[config.mk]
export PLATFORM = sky130hd
export DESIGN_NAME = alu_nibble_sequencer
export DESIGN_NICKNAME = d
export VERILOG_FILES = /design/src/rtl/alu_nibble_sequencer.sv
export SDC_FILE = /design/constraint.sdc
export NUM_CORES = 1
export LEC_CHECK = 0
export CORE_ASPECT_RATIO = 1.2
export CORE_MARGIN = 2
export CORE_UTILIZATION = 40
export CTS_CLUSTER_SIZE = 20
export DETAILED_ROUTE_END_ITERATION = 8
export PLACE_DENSITY = 0.71
export RECOVER_POWER = 100
export SYNTH_ARGS = -nofsm -noshare
export SYNTH_HDL_FRONTEND = slang
export SYNTH_SLANG_ARGS = --single-unit
[constraint.sdc]
create_clock -name clk -period 2.1 [get_ports clk]
set_input_delay 0.315 -clock clk [delete_from_list [all_inputs] [get_ports clk]]
set_output_delay 0.315 -clock clk [all_outputs]
set_load 0.02 [all_outputs]
[src/rtl/alu_nibble_sequencer.sv]
`default_nettype none
// ============================================================================
// Module   : alu_nibble_sequencer
// Purpose  : Runs one wide operation through a 4-bit ALU, one nibble per
//            cycle (LSB first), chaining carry and assembling the result.
// Revision : 1.0  initial release
// ============================================================================
module alu_nibble_sequencer #(
    parameter int NIBBLES = 4
) (
    input  logic                   clk,
    input  logic                   rst_n,
    input  logic                   in_valid,
    output logic                   in_ready,
    input  logic [4*NIBBLES-1:0]   in_a,
    input  logic [4*NIBBLES-1:0]   in_b,
    input  logic [1:0]             in_op,
    input  logic                   in_cin,
    output logic [3:0]             alu_a,
    output logic [3:0]             alu_b,
    output logic                   alu_cin,
    output logic [1:0]             alu_s_op,
    input  logic [3:0]             alu_z,
    input  logic                   alu_cout,
    output logic                   out_valid,
    input  logic                   out_ready,
    output logic [4*NIBBLES-1:0]   out_z,
    output logic                   out_cout
);

    localparam int W     = 4 * NIBBLES;
    localparam int IDX_W = (NIBBLES > 1) ? $clog2(NIBBLES) : 1;
    localparam logic [IDX_W-1:0] c_last_idx = IDX_W'(NIBBLES - 1);

    typedef enum logic [1:0] {
        S_IDLE = 2'd0,
        S_RUN  = 2'd1,
        S_DONE = 2'd2
    } state_t;

    state_t           r_state;
    logic [W-1:0]     r_a;
    logic [W-1:0]     r_b;
    logic [1:0]       r_op;
    logic             r_c;
    logic [IDX_W-1:0] r_idx;
    logic             w_run;

    // Handshake flags come from the state register alone, never from inputs.
    assign w_run     = (r_state == S_RUN);
    assign in_ready  = (r_state == S_IDLE);
    assign out_valid = (r_state == S_DONE);

    assign alu_a    = w_run ? r_a[4*r_idx +: 4] : 4'd0;
    assign alu_b    = w_run ? r_b[4*r_idx +: 4] : 4'd0;
    assign alu_cin  = w_run ? r_c               : 1'b0;
    assign alu_s_op = w_run ? r_op              : 2'd0;

    always_ff @(posedge clk or negedge rst_n) begin
        if (!rst_n) begin
            r_state  <= S_IDLE;
            r_a      <= '0;
            r_b      <= '0;
            r_op     <= 2'd0;
            r_c      <= 1'b0;
            r_idx    <= '0;
            out_z    <= '0;
            out_cout <= 1'b0;
        end else begin
            case (r_state)
                S_IDLE: begin
                    if (in_valid) begin
                        r_a      <= in_a;
                        r_b      <= in_b;
                        r_op     <= in_op;
                        r_c      <= in_cin;
                        r_idx    <= '0;
                        out_z    <= '0;
                        out_cout <= 1'b0;
                        r_state  <= S_RUN;
                    end
                end
                S_RUN: begin
                    // Carry is chained regardless of op; the ALU owns its meaning.
                    out_z[4*r_idx +: 4] <= alu_z;
                    r_c                 <= alu_cout;
                    if (r_idx == c_last_idx) begin
                        out_cout <= alu_cout;
                        r_state  <= S_DONE;
                    end else begin
                        r_idx <= r_idx + 1'b1;
                    end
                end
                S_DONE: begin
                    if (out_ready) begin
                        r_state <= S_IDLE;
                    end
                end
                default: begin
                    r_state <= S_IDLE;
                end
            endcase
        end
    end

endmodule
`default_nettype wire

==> results.sh <==
export IMPL_syn_area_um2=2570
export IMPL_ys_seq_elements=56
export IMPL_syn_inst=176
export IMPL_pwr_share_comb=0.519
export IMPL_start_util=0.406
export IMPL_cp_required_ns=2.29
export IMPL_drt_total_wl_um=5180
export IMPL_yosysWarnings=0
export IMPL_track_usage=0.156
export IMPL_arrival_ns=2.18
export IMPL_vias=1720
export IMPL_dp_hpwl_um=3910
export IMPL_cts_made_buffers=5
export IMPL_syn_nets=226
export IMPL_clkSinkCount=56
export IMPL_drive_gt1_frac=0.274
export IMPL_nets=309
export IMPL_switchingPower_mw=1.79
export IMPL_path_max_fanout=35
export IMPL_insertedDiodeCount=0
export IMPL_dp_cells=336
export IMPL_p_total_mw=5.02
export IMPL_via_per_inst=5.00
export IMPL_grt_overflow=0
export IMPL_ys_types=27
export IMPL_hold_viol=0
export IMPL_pwr_density_cell_nw_per_um2=1430
export IMPL_clkPwrFrac=0.122
export IMPL_status="complete, no violations"
export IMPL_timing_fmax_ghz=0.502
export IMPL_dieArea_um2=7080
export IMPL_num_fill_cells=605
export IMPL_period_share=0.948
export IMPL_hp_class="flop to flop"
export IMPL_setup_violations_final=0
export IMPL_ios=74
export IMPL_route_detailed_drc=0
export IMPL_slew_headroom=0.226
export IMPL_clockBufferDepth=2
export IMPL_gp_congestion=0.735
export IMPL_die_h_um=91.8
export IMPL_wl_per_cell_um=15.1
export IMPL_area_growth_pct=36.4
export IMPL_fin_area_um2=3500
export IMPL_htreeDepth=2
export IMPL_cts_root_buf="clkbuf_8"
export IMPL_power_internal_mw=3.24
export IMPL_synth_avg_cell_area_um2=14.6
export IMPL_worstMarginPinSlew_ns=1.16
export IMPL_fin_util=0.554
export IMPL_p_leak_nw=1.58
export IMPL_final_cells=344
export IMPL_path_class="flop to flop"
export IMPL_cts_tree="built"
export IMPL_cpMaxStageDelayCell="clkbuf_2"
export IMPL_core_um2=6330
export IMPL_cp_cell_sequence="buf_4, nor3b_4, clkbuf_2, mux2_2"
export IMPL_period_minus_slack_ns=1.99
export IMPL_fin_tns_setup_ns=0
export IMPL_cap_violations=0
export IMPL_die_w_um=77.1
export IMPL_antenna_found_initial=0
export IMPL_drt_pre_antenna_iters=4
export IMPL_dpl_cell_area_um2=3460
export IMPL_grt_pass1_wl_um=8870
export IMPL_max_stage_delay_ns=0.70
export IMPL_cts_reportedPaths_clkPinSlew_ns=0.09
export IMPL_seq_power_share=0.360
export IMPL_vdd_drop_max_mv=0.713
export IMPL_fin_worst_skew_ns=0.00358
export IMPL_drtIter0Drc=64
export IMPL_setup_worst_path_start_class="flop"
export IMPL_yosysSeqAreaShare=0.546
export IMPL_maxSlewViolCount=0
export IMPL_antenna_left=0
export IMPL_sw_frac_of_total=0.355
export IMPL_clock_latency_ns=0.30
export IMPL_port_buffers=73
export IMPL_grt_max_degree=37
export IMPL_cp_end_kind="flop"
export IMPL_grt_pass1_vias=1896
export IMPL_fp_row_count=32
export IMPL_rsz0062_at_grt="no"
## synthesized netlist by cell type
master,instances,area share
dfrtp_1,56,0.55
mux2_2,34,0.15
a22o_1,17,0.058
and2_1,11,0.027
mux4_2,8,0.070
nand2_1,7,0.010
ha_1,6,0.029
a21o_1,4,0.012
buf_6,4,0.018
buf_2,3,0.0058
inv_1,3,0.0044
a21oi_2,2,0.0068
and4_1,2,0.0068
clkbuf_1,2,0.0029
mux2i_1,2,0.0078
nand2b_1,2,0.0049
nor2_1,2,0.0029
nor2b_1,2,0.0049
a21oi_1,1,0.0019
a32o_1,1,0.0039
and2b_1,1,0.0029
and3b_1,1,0.0034
and4b_1,1,0.0039
nor3b_4,1,0.0073
nor4b_2,1,0.0058
o21ai_0,1,0.0019
o21bai_1,1,0.0029
## flip-flops by register name, summed over array words and instances (netlist names)
register and cells:
r_state 2, r_idx 2, out_cout 1, r_b 16
r_a 16, r_op 2, r_c 1, out_z 16
## worst max-delay path, delay by kind of cell (launching register included)
kind,cells,cell delay (ns)
flip-flops,1,0.39
buffers and inverters,2,0.87
AND/OR/NAND/NOR,1,0.18
multiplexers,1,0.42
## power groups by stage
stage | combinational (mW) | clock (mW) | sequential, mW
detailed placement | 2.88 | 0 | 1.84
global route | 2.84 | 0.675 | 1.87
floorplan | 1.67 | 0 | 1.91
CTS | 2.82 | 0.638 | 1.82
finish | 2.60 | 0.611 | 1.81
global placement | 2.84 | 0 | 1.82
## cell families (layout without fill, tap and decap cells)
kind of cell,Yosys count,count (layout),share of synthesized area
multiplexers,44,44,0.227
flip-flops,56,56,0.546
buffers and inverters,12,95,0.0307
adder cells (fa/ha/maj),6,6,0.0292
AO/OA/AOI/OAI,27,27,0.0872
AND/OR/NAND/NOR,31,31,0.0799
## area by class of cell
cell class,count,area (µm²),area share
well taps,85,106,0.0304
flip-flops and latches,56,1400,0.400
repair buffers,85,803,0.229
multi-input cells,108,1080,0.309
inverters,3,11.3,0.00322
clock buffers,7,96.3,0.0275
## cells in the final DEF (no fill, tap or decap), types with 3 or more instances in the layout
| cell type | count |
|---|---|
| dfrtp_1 | 56 |
| clkdlybuf4s50_1 | 43 |
| mux2_2 | 34 |
| dlygate4sd3_1 | 19 |
| a22o_1 | 17 |
| and2_1 | 10 |
| clkbuf_2 | 10 |
| mux4_2 | 8 |
| nand2_1 | 7 |
| clkbuf_8 | 7 |
| ha_1 | 6 |
| buf_4 | 5 |
| a21o_1 | 4 |
| inv_1 | 3 |
| dlygate4sd2_1 | 3 |
| buf_12 | 3 |
## per-layer routing
metal | wire length [µm] | share of wire | track usage | vias to the layer above
met5 | 0 | 0 | 0 | -
met4 | 48 | 0.0093 | 0.0402 | 0
met3 | 276 | 0.053 | 0.0394 | 6
met2 | 2640 | 0.51 | 0.278 | 52
met1 | 2220 | 0.43 | 0.188 | 854
li1 | - | - | - | 808
## repair_timing
action | in CTS | in global routing
resized for setup | 28 | 7
setup endpoints to repair | 11 | 7
setup buffers | 0 | 0
hold buffers | 1 | 0
endpoints found under the hold margin | 20 | 0
## worst paths after layout
path	from	end	slack, ns	cells after the start
worst max-delay path	r_state[1]	r_b[3]	0.11	4
worst min-delay path	out_cout	out_cout	0.49	1
worst max register to register	r_state[1]	r_b[3]	0.11	4
worst min register to register	out_cout	out_cout	0.49	1
max in group asynchronous	rst_n	r_b[5]	0.58	3
min in group asynchronous	rst_n	out_z[5]	0.76	2
## metrics by stage
step                setup slack, ns  hold slack (ns)
floorplan                     0.299           0.0194
global placement             0.0818            0.298
detailed placement           0.0606            0.298
CTS                        0.000423            0.502
global route                 0.0174            0.504
finish                        0.110            0.491
No activity file was read; power rests on OpenSTA's default activity.
